<file path="src/rtl/hazard_ctrl_if.sv">
// Pipeline <-> hazard controller signal bundle.
// master: the pipeline datapath (drives decode/X/M/W info, consumes controls)
// slave : hazard_ctrl
interface hazard_ctrl_if #(
    parameter int DATA_W = 32,
    parameter int REG_AW = 5
);
    logic              d_valid;
    logic [REG_AW-1:0] d_rs;
    logic [REG_AW-1:0] d_rt;
    logic [REG_AW-1:0] d_rd;
    logic              d_rs_used;
    logic              d_rt_used;
    logic              d_we;
    logic              d_is_load;
    logic              d_is_md;
    logic              x_redirect;
    logic [DATA_W-1:0] x_a_rf;
    logic [DATA_W-1:0] x_b_rf;
    logic [DATA_W-1:0] m_result;
    logic [DATA_W-1:0] w_result;
    logic              stall_fd;
    logic              flush_fd;
    logic [DATA_W-1:0] x_opa;
    logic [DATA_W-1:0] x_opb;
    logic              md_busy;
    logic [31:0]       stall_count;

    modport master (
        output d_valid, d_rs, d_rt, d_rd, d_rs_used, d_rt_used, d_we,
               d_is_load, d_is_md, x_redirect, x_a_rf, x_b_rf,
               m_result, w_result,
        input  stall_fd, flush_fd, x_opa, x_opb, md_busy, stall_count
    );

    modport slave (
        input  d_valid, d_rs, d_rt, d_rd, d_rs_used, d_rt_used, d_we,
               d_is_load, d_is_md, x_redirect, x_a_rf, x_b_rf,
               m_result, w_result,
        output stall_fd, flush_fd, x_opa, x_opb, md_busy, stall_count
    );
endinterface

</file>
<file path="src/rtl/hazard_ctrl.sv">
// Hazard controller for a 5-stage pipeline: load-use stall, redirect flush,
// M/W operand bypass and a multi-cycle multdiv interlock.
// Optional build macro: HAZARD_PERF_EN adds a saturating stall-cycle counter;
// without it stall_count is tied to zero.
//
// Multdiv FSM
//   state   | meaning
//   MD_IDLE | no multdiv in flight
//   MD_BUSY | multdiv running, X held, decode stalled, down-counter active
//   MD_DONE | result ready; md entry leaves X for M this cycle
module hazard_ctrl #(
    parameter int DATA_W = 32,
    parameter int REG_AW = 5,
    parameter int MD_LAT = 32
) (
    input  logic       clk_sys,
    input  logic       rst_b,
    hazard_ctrl_if.slave hz
);
    localparam logic [7:0] MD_LOAD = 8'(MD_LAT - 1);

    typedef struct packed {
        logic              valid;
        logic [REG_AW-1:0] rs;
        logic [REG_AW-1:0] rt;
        logic [REG_AW-1:0] rd;
        logic              we;
        logic              is_load;
    } stage_t;

    typedef enum logic [1:0] {MD_IDLE, MD_BUSY, MD_DONE} md_state_t;

    stage_t    x_q, m_q, w_q;
    stage_t    x_d, m_d;
    md_state_t md_state, md_next;
    logic [7:0] md_cnt, md_cnt_d;

    logic busy;
    logic load_use;
    logic redirect_eff;
    logic stall;
    logic x_enter;
    logic m_hit_a, w_hit_a, m_hit_b, w_hit_b;

    // Hazard detection, stage advance and operand bypass
    always_comb begin
        busy         = (md_state == MD_BUSY);
        load_use     = x_q.valid && x_q.is_load && (x_q.rd != '0) &&
                       ((hz.d_rs_used && (hz.d_rs != '0) && (hz.d_rs == x_q.rd)) ||
                        (hz.d_rt_used && (hz.d_rt != '0) && (hz.d_rt == x_q.rd)));
        // X never holds a branch while it holds the multdiv, so a redirect
        // seen during BUSY is spurious and dropped.
        redirect_eff = hz.x_redirect && !busy;
        stall        = !redirect_eff && (load_use || busy);
        x_enter      = hz.d_valid && !stall && !redirect_eff;

        x_d = '0;
        if (busy) begin
            x_d = x_q;
        end else if (x_enter) begin
            x_d = '{valid: 1'b1, rs: hz.d_rs, rt: hz.d_rt, rd: hz.d_rd,
                    we: hz.d_we, is_load: hz.d_is_load};
        end
        m_d = busy ? '0 : x_q;

        m_hit_a = m_q.valid && m_q.we && (m_q.rd != '0) && (m_q.rd == x_q.rs);
        w_hit_a = w_q.valid && w_q.we && (w_q.rd != '0) && (w_q.rd == x_q.rs);
        m_hit_b = m_q.valid && m_q.we && (m_q.rd != '0) && (m_q.rd == x_q.rt);
        w_hit_b = w_q.valid && w_q.we && (w_q.rd != '0) && (w_q.rd == x_q.rt);

        hz.x_opa = hz.x_a_rf;
        if (m_hit_a)      hz.x_opa = hz.m_result;
        else if (w_hit_a) hz.x_opa = hz.w_result;

        hz.x_opb = hz.x_b_rf;
        if (m_hit_b)      hz.x_opb = hz.m_result;
        else if (w_hit_b) hz.x_opb = hz.w_result;

        hz.stall_fd = stall;
        hz.flush_fd = redirect_eff;
        hz.md_busy  = busy;
    end

    // Multdiv next state; a new md accepted during DONE restarts immediately
    always_comb begin
        md_next  = md_state;
        md_cnt_d = md_cnt;
        case (md_state)
            MD_IDLE, MD_DONE: begin
                if (x_enter && hz.d_is_md) begin
                    md_next  = MD_BUSY;
                    md_cnt_d = MD_LOAD;
                end else begin
                    md_next  = MD_IDLE;
                end
            end
            MD_BUSY: begin
                if (md_cnt == 8'd0) md_next = MD_DONE;
                else                md_cnt_d = md_cnt - 8'd1;
            end
            default: md_next = MD_IDLE;
        endcase
    end

    // Shadow pipeline and multdiv state registers
    always_ff @(posedge clk_sys or negedge rst_b) begin
        if (!rst_b) begin
            x_q      <= '0;
            m_q      <= '0;
            w_q      <= '0;
            md_state <= MD_IDLE;
            md_cnt   <= '0;
        end else begin
            x_q      <= x_d;
            m_q      <= m_d;
            w_q      <= m_q;
            md_state <= md_next;
            md_cnt   <= md_cnt_d;
        end
    end

    // W only needs its destination for bypass; the rest rides along
    logic unused_w_fields;
    assign unused_w_fields = ^{w_q.rs, w_q.rt, w_q.is_load};

`ifdef HAZARD_PERF_EN
    logic [31:0] stall_cnt_q;

    // Saturating count of decode stall cycles
    always_ff @(posedge clk_sys or negedge rst_b) begin
        if (!rst_b)
            stall_cnt_q <= '0;
        else if (stall && (stall_cnt_q != 32'hFFFF_FFFF))
            stall_cnt_q <= stall_cnt_q + 32'd1;
    end

    assign hz.stall_count = stall_cnt_q;
`else
    assign hz.stall_count = 32'd0;
`endif

endmodule

</file>
<file path="src/flat_wrapper.sv">
// flat-port wrapper written by rule: the top's interface ports become plain ports
module hazard_ctrl_flat 
#(
    parameter int DATA_W = 32,
    parameter int REG_AW = 5,
    parameter int MD_LAT = 32
)
  (clk_sys, rst_b, hz_d_valid, hz_d_rs, hz_d_rt, hz_d_rd, hz_d_rs_used, hz_d_rt_used, hz_d_we, hz_d_is_load, hz_d_is_md, hz_x_redirect, hz_x_a_rf, hz_x_b_rf, hz_m_result, hz_w_result, hz_stall_fd, hz_flush_fd, hz_x_opa, hz_x_opb, hz_md_busy, hz_stall_count);
  hazard_ctrl_if #(.DATA_W(DATA_W), .REG_AW(REG_AW)) hz_i ();
  input  logic clk_sys;
  input  logic rst_b;
  input wire logic [$bits(hz_i.d_valid)-1:0] hz_d_valid;
  input wire logic [$bits(hz_i.d_rs)-1:0] hz_d_rs;
  input wire logic [$bits(hz_i.d_rt)-1:0] hz_d_rt;
  input wire logic [$bits(hz_i.d_rd)-1:0] hz_d_rd;
  input wire logic [$bits(hz_i.d_rs_used)-1:0] hz_d_rs_used;
  input wire logic [$bits(hz_i.d_rt_used)-1:0] hz_d_rt_used;
  input wire logic [$bits(hz_i.d_we)-1:0] hz_d_we;
  input wire logic [$bits(hz_i.d_is_load)-1:0] hz_d_is_load;
  input wire logic [$bits(hz_i.d_is_md)-1:0] hz_d_is_md;
  input wire logic [$bits(hz_i.x_redirect)-1:0] hz_x_redirect;
  input wire logic [$bits(hz_i.x_a_rf)-1:0] hz_x_a_rf;
  input wire logic [$bits(hz_i.x_b_rf)-1:0] hz_x_b_rf;
  input wire logic [$bits(hz_i.m_result)-1:0] hz_m_result;
  input wire logic [$bits(hz_i.w_result)-1:0] hz_w_result;
  output wire logic [$bits(hz_i.stall_fd)-1:0] hz_stall_fd;
  output wire logic [$bits(hz_i.flush_fd)-1:0] hz_flush_fd;
  output wire logic [$bits(hz_i.x_opa)-1:0] hz_x_opa;
  output wire logic [$bits(hz_i.x_opb)-1:0] hz_x_opb;
  output wire logic [$bits(hz_i.md_busy)-1:0] hz_md_busy;
  output wire logic [$bits(hz_i.stall_count)-1:0] hz_stall_count;
  assign hz_i.d_valid = hz_d_valid;
  assign hz_i.d_rs = hz_d_rs;
  assign hz_i.d_rt = hz_d_rt;
  assign hz_i.d_rd = hz_d_rd;
  assign hz_i.d_rs_used = hz_d_rs_used;
  assign hz_i.d_rt_used = hz_d_rt_used;
  assign hz_i.d_we = hz_d_we;
  assign hz_i.d_is_load = hz_d_is_load;
  assign hz_i.d_is_md = hz_d_is_md;
  assign hz_i.x_redirect = hz_x_redirect;
  assign hz_i.x_a_rf = hz_x_a_rf;
  assign hz_i.x_b_rf = hz_x_b_rf;
  assign hz_i.m_result = hz_m_result;
  assign hz_i.w_result = hz_w_result;
  assign hz_stall_fd = hz_i.stall_fd;
  assign hz_flush_fd = hz_i.flush_fd;
  assign hz_x_opa = hz_i.x_opa;
  assign hz_x_opb = hz_i.x_opb;
  assign hz_md_busy = hz_i.md_busy;
  assign hz_stall_count = hz_i.stall_count;
  hazard_ctrl #(.DATA_W(DATA_W), .REG_AW(REG_AW), .MD_LAT(MD_LAT)) u_core (.clk_sys(clk_sys), .rst_b(rst_b), .hz(hz_i));
endmodule
</file>
<file path="config.mk">
export PLATFORM = sky130hd
export DESIGN_NAME = hazard_ctrl_flat
export DESIGN_NICKNAME = d
export VERILOG_FILES = /design/src/rtl/hazard_ctrl_if.sv /design/src/rtl/hazard_ctrl.sv /design/src/flat_wrapper.sv
export SDC_FILE = /design/constraint.sdc
export NUM_CORES = 1
export LEC_CHECK = 0
export BUFFER_PORTS_ARGS = -buffer_cell sky130_fd_sc_hd__buf_2
export CORE_AREA = 2 2 119 121
export CTS_BUF_LIST = sky130_fd_sc_hd__clkbuf_16
export CTS_CLUSTER_DIAMETER = 50
export DETAILED_ROUTE_END_ITERATION = 8
export DIE_AREA = 0 0 121 123
export SETUP_SLACK_MARGIN = 0.05
export SYNTH_ARGS = -nofsm -noshare
export SYNTH_HDL_FRONTEND = slang
export SYNTH_SLANG_ARGS = --single-unit
</file>
<file path="constraint.sdc">
create_clock -name clk_sys -period 2.2 [get_ports clk_sys]
set_input_delay 0.11 -clock clk_sys [delete_from_list [all_inputs] [get_ports clk_sys]]
set_output_delay 0.11 -clock clk_sys [all_outputs]
set_load 0.02 [all_outputs]
</file>
==> reports/results.tsv <==
stage	metric	value	unit
run_status	status	finished with violations	
run_status	violations	hold timing, setup timing	
sta	rsz0062_at_grt	yes	
hold_path	hold_path.class	primary input to async pin	
sta	slew_headroom	37.92	%
synthesis	synth_seq_cells	42	
worst_setup_path	crit_fanout	8	
finish	fin_util	51.55	%
finish	final_common_cell	buf_2	
finish	area_growth	51.04	%
floorplan	rows	43	
drt	wl_met3	1.693	mm
global_routing	first_global_vias	5387	
synthesis	syn_area_per_cell	7.316	um2
sta	maxSlewViolCount	0	
drt	drtPass1Iterations	6	
placement	post-place-ws	0.03982	ns
flow_run	maxCapViolCount	0	
placement	hpwl	14.73	mm
global_routing	grt.total_usage	25.04	%
sta	worst_pin_slew	0.9312	ns
worst_setup_path	crit_start	u_core.m_q[4]	
synthesis	ys_types	48	
finish	multiInputGateArea	3563	um2
global_routing	grt_max_degree	43	
pwr	power.density	969.4	nW/um2
drt	wirelength	20.31	mm
pwr	leakagePower	2.836	nW
synthesis	yosys_warnings	0	
worst_setup_path	rrSetupSlack	0.22	ns
worst_setup_path	worstSetupStartpointType	flip-flop	
drt	drt-initial-drc-count	638	
synthesis	ys_seq_area_share	22.62	%
floorplan	initial_core_util	34.13	%
synthesis	synth_cells	635	
placement	gp_congestion	0.8661	
finish	fillers	1326	
drt	vias	5885	
drt	wl_met2	9.921	mm
drt	highest_layer	met4	
drt	wl_met1	7.998	mm
clock_network	cts_buffers	5	
floorplan	boundaryPins	251	
sta	fmax	0.4204	GHz
synthesis	synth_area	4646	um2
worst_setup_path	r2r_start	u_core.x_q[4]	
floorplan	die_h	123	um
finish	seqCellArea	1052	um2
synthesis	async_flop_share	100.0	%
clock_network	insertion_delay	0.29	ns
finish	fin_nets	1001	
worst_setup_path	arrival	2.27	ns
worst_setup_path	r2r-end	u_core.x_q[14]	
floorplan	die_x	121	um
clock_network	cts.sinks	42	
sta	setup_violations	63	
synthesis	synth-edff-count	0	
worst_setup_path	endpoint	hz_x_opa[28]	
synthesis	synth_ff_type	dfrtp_1	
clock_network	clk_pin_slew	0.06	ns
finish	layout-drive-gt1-share	44.46	%
worst_setup_path	required	2.09	ns
drt	wl_per_cell	19.72	um
clock_network	root_buffer	clkbuf_16	
pwr	vdd_drop_max	858.9	uV
sta	fin_crit_sh	108.1	%
clock_network	ctsLongestPathBuffers	2	
worst_setup_path	critical_path_class	flip-flop to primary output	
finish	final_cell_mix	buf_2 (155), buf_4 (94), nand2_1 (71)	
global_routing	grt_pass1_wl	29.55	mm
drt	vias_per_cell	5.714	
global_routing	grt-ovfl-total	0	
floorplan	fp.coreArea	13610	um2
clock_network	h-tree-depth	2	
drt	ant_nets	0	
sta	clock_skew	0.006016	ns
sta	worst_slack	-0.1784	ns
floorplan	dieArea	14880	um2
worst_setup_path	worstPathCellList	or4_4, o211ai_4, buf_8, clkbuf_16, nor3_1, a31oi_2, buf_4	
worst_setup_path	endpoint_kind	primary output	
worst_setup_path	cp_slowest_stage_delay	0.58	ns
drt	post-route-drc-count	0	
clock_network	hold_buffers	0	
clock_network	cts_tree	built	
global_routing	antenna_found_initial	2	
sta	timing.hold.ws	-0.03477	ns
pwr	total_power	6.802	mW
placement	io_buffers	218	
worst_setup_path	rr_worst_depth	6	
sta	hold_viol	42	
sta	fin_crit	2.378	ns
worst_setup_path	critical_path.slowest_cell	or4_4	
## metal layers
| metal | track usage, % | vias to the layer above |
|---|---|---|
| met5 | 0 | - |
| met4 | 8.430 | 0 |
| met3 | 3.644 | 58 |
| met2 | 44.00 | 339 |
| met1 | 31.46 | 2719 |
| li1 | - | 2769 |
## critical path, delay by kind of cell (launching register included)
| family | cells | cell delay (ns) |
|---|---|---|
| AOI/OAI and AO/OA | 2 | 0.41 |
| buffers and inverters | 3 | 0.53 |
| DFF | 1 | 0.39 |
| and+or+nand+nor | 2 | 0.64 |
## cell families (layout without fill, tap and decap cells)
| logic type | Yosys count | count (layout) | share of synthesized area, % |
|---|---|---|---|
| mux | 2 | 2 | 0.4309 |
| xor+xnor | 33 | 33 | 6.221 |
| buf+inv | 107 | 289 | 12.12 |
| simple gates | 278 | 278 | 31.35 |
| flops | 42 | 42 | 22.62 |
| compound gates | 170 | 170 | 26.64 |
| other cells | 1 | 34 | 0.08072 |
| fa+ha+maj | 2 | 2 | 0.5386 |
## synthesized netlist by cell type (all sizes together) (6+ instances only)
cell type   n  area [um2]
nor4       67       425.4
clkbuf     59       222.7
xor2       12       105.1
o31ai      17       127.6
nand3      66       330.3
a31oi      64       588.1
dfrtp      42        1051
nor3       33       165.2
nand2      71       266.5
or4         8       60.06
and2        9       56.30
a21oi       6       30.03
xnor2      21       183.9
o21ai      66       330.3
nor2        6       22.52
buf        44       325.3
## registers in the layout (all words and copies together), names as in the netlist
name,flops
u_core.md_state,2
u_core.x_q,18
u_core.w_q,7
u_core.m_q,7
u_core.md_cnt,8
## power by group
part	switching, mW	internal, mW
registers	0.293	1.04
logic	2.83	1.68
clock network	0.307	0.652
total	3.43	3.37
## per-stage QoR
step | instance area, um2 | hold WS, ns | setup TNS (ns) | cells
after floorplan | 4762 | -0.1856 | 0 | 666
after global routing | 7012 | 0.05320 | -10.53 | 1028
after CTS | 6659 | 0.002389 | -5.369 | 1025
after detailed placement | 5981 | 0.3028 | 0 | 1001
final | 7017 | -0.03477 | -6.125 | 1030
after global placement | 5981 | 0.3106 | 0 | 1001
## final cells by class
| class | instances | area share (%) |
|---|---|---|
| inverter | 4 | 0.2140 |
| sequential | 42 | 15.00 |
| clock buffer | 5 | 1.783 |
| antenna | 2 | 0.07133 |
| clock inverter | 3 | 0.9807 |
| timing repair buffer | 277 | 27.96 |
| tap | 180 | 3.210 |
| multi-input combinational | 517 | 50.78 |
## what timing repair did
action | CTS | global route
endpoints found under the setup margin | 65 | 65
pin swaps | 27 | 16
buffers inserted | 13 | 0
gates cloned | 3 | 3
resized for setup | 117 | 61
endpoints found under the hold margin | 0 | 0
## worst min path at each step
stage                     start  slack [ns]            endpoint  cells past startpoint
final                     rst_b       -0.03    u_core.md_cnt[0]                      1
after global routing      rst_b        0.05  u_core.md_state[0]                      1
after CTS                 rst_b       0.002    u_core.md_cnt[0]                      1
after detailed placement  rst_b        0.30    u_core.md_cnt[0]                      1
after global placement    rst_b        0.31    u_core.md_cnt[0]                      1
after floorplan           rst_b       -0.19      u_core.m_q[17]                      0
Power figures use the tool's default switching activity.
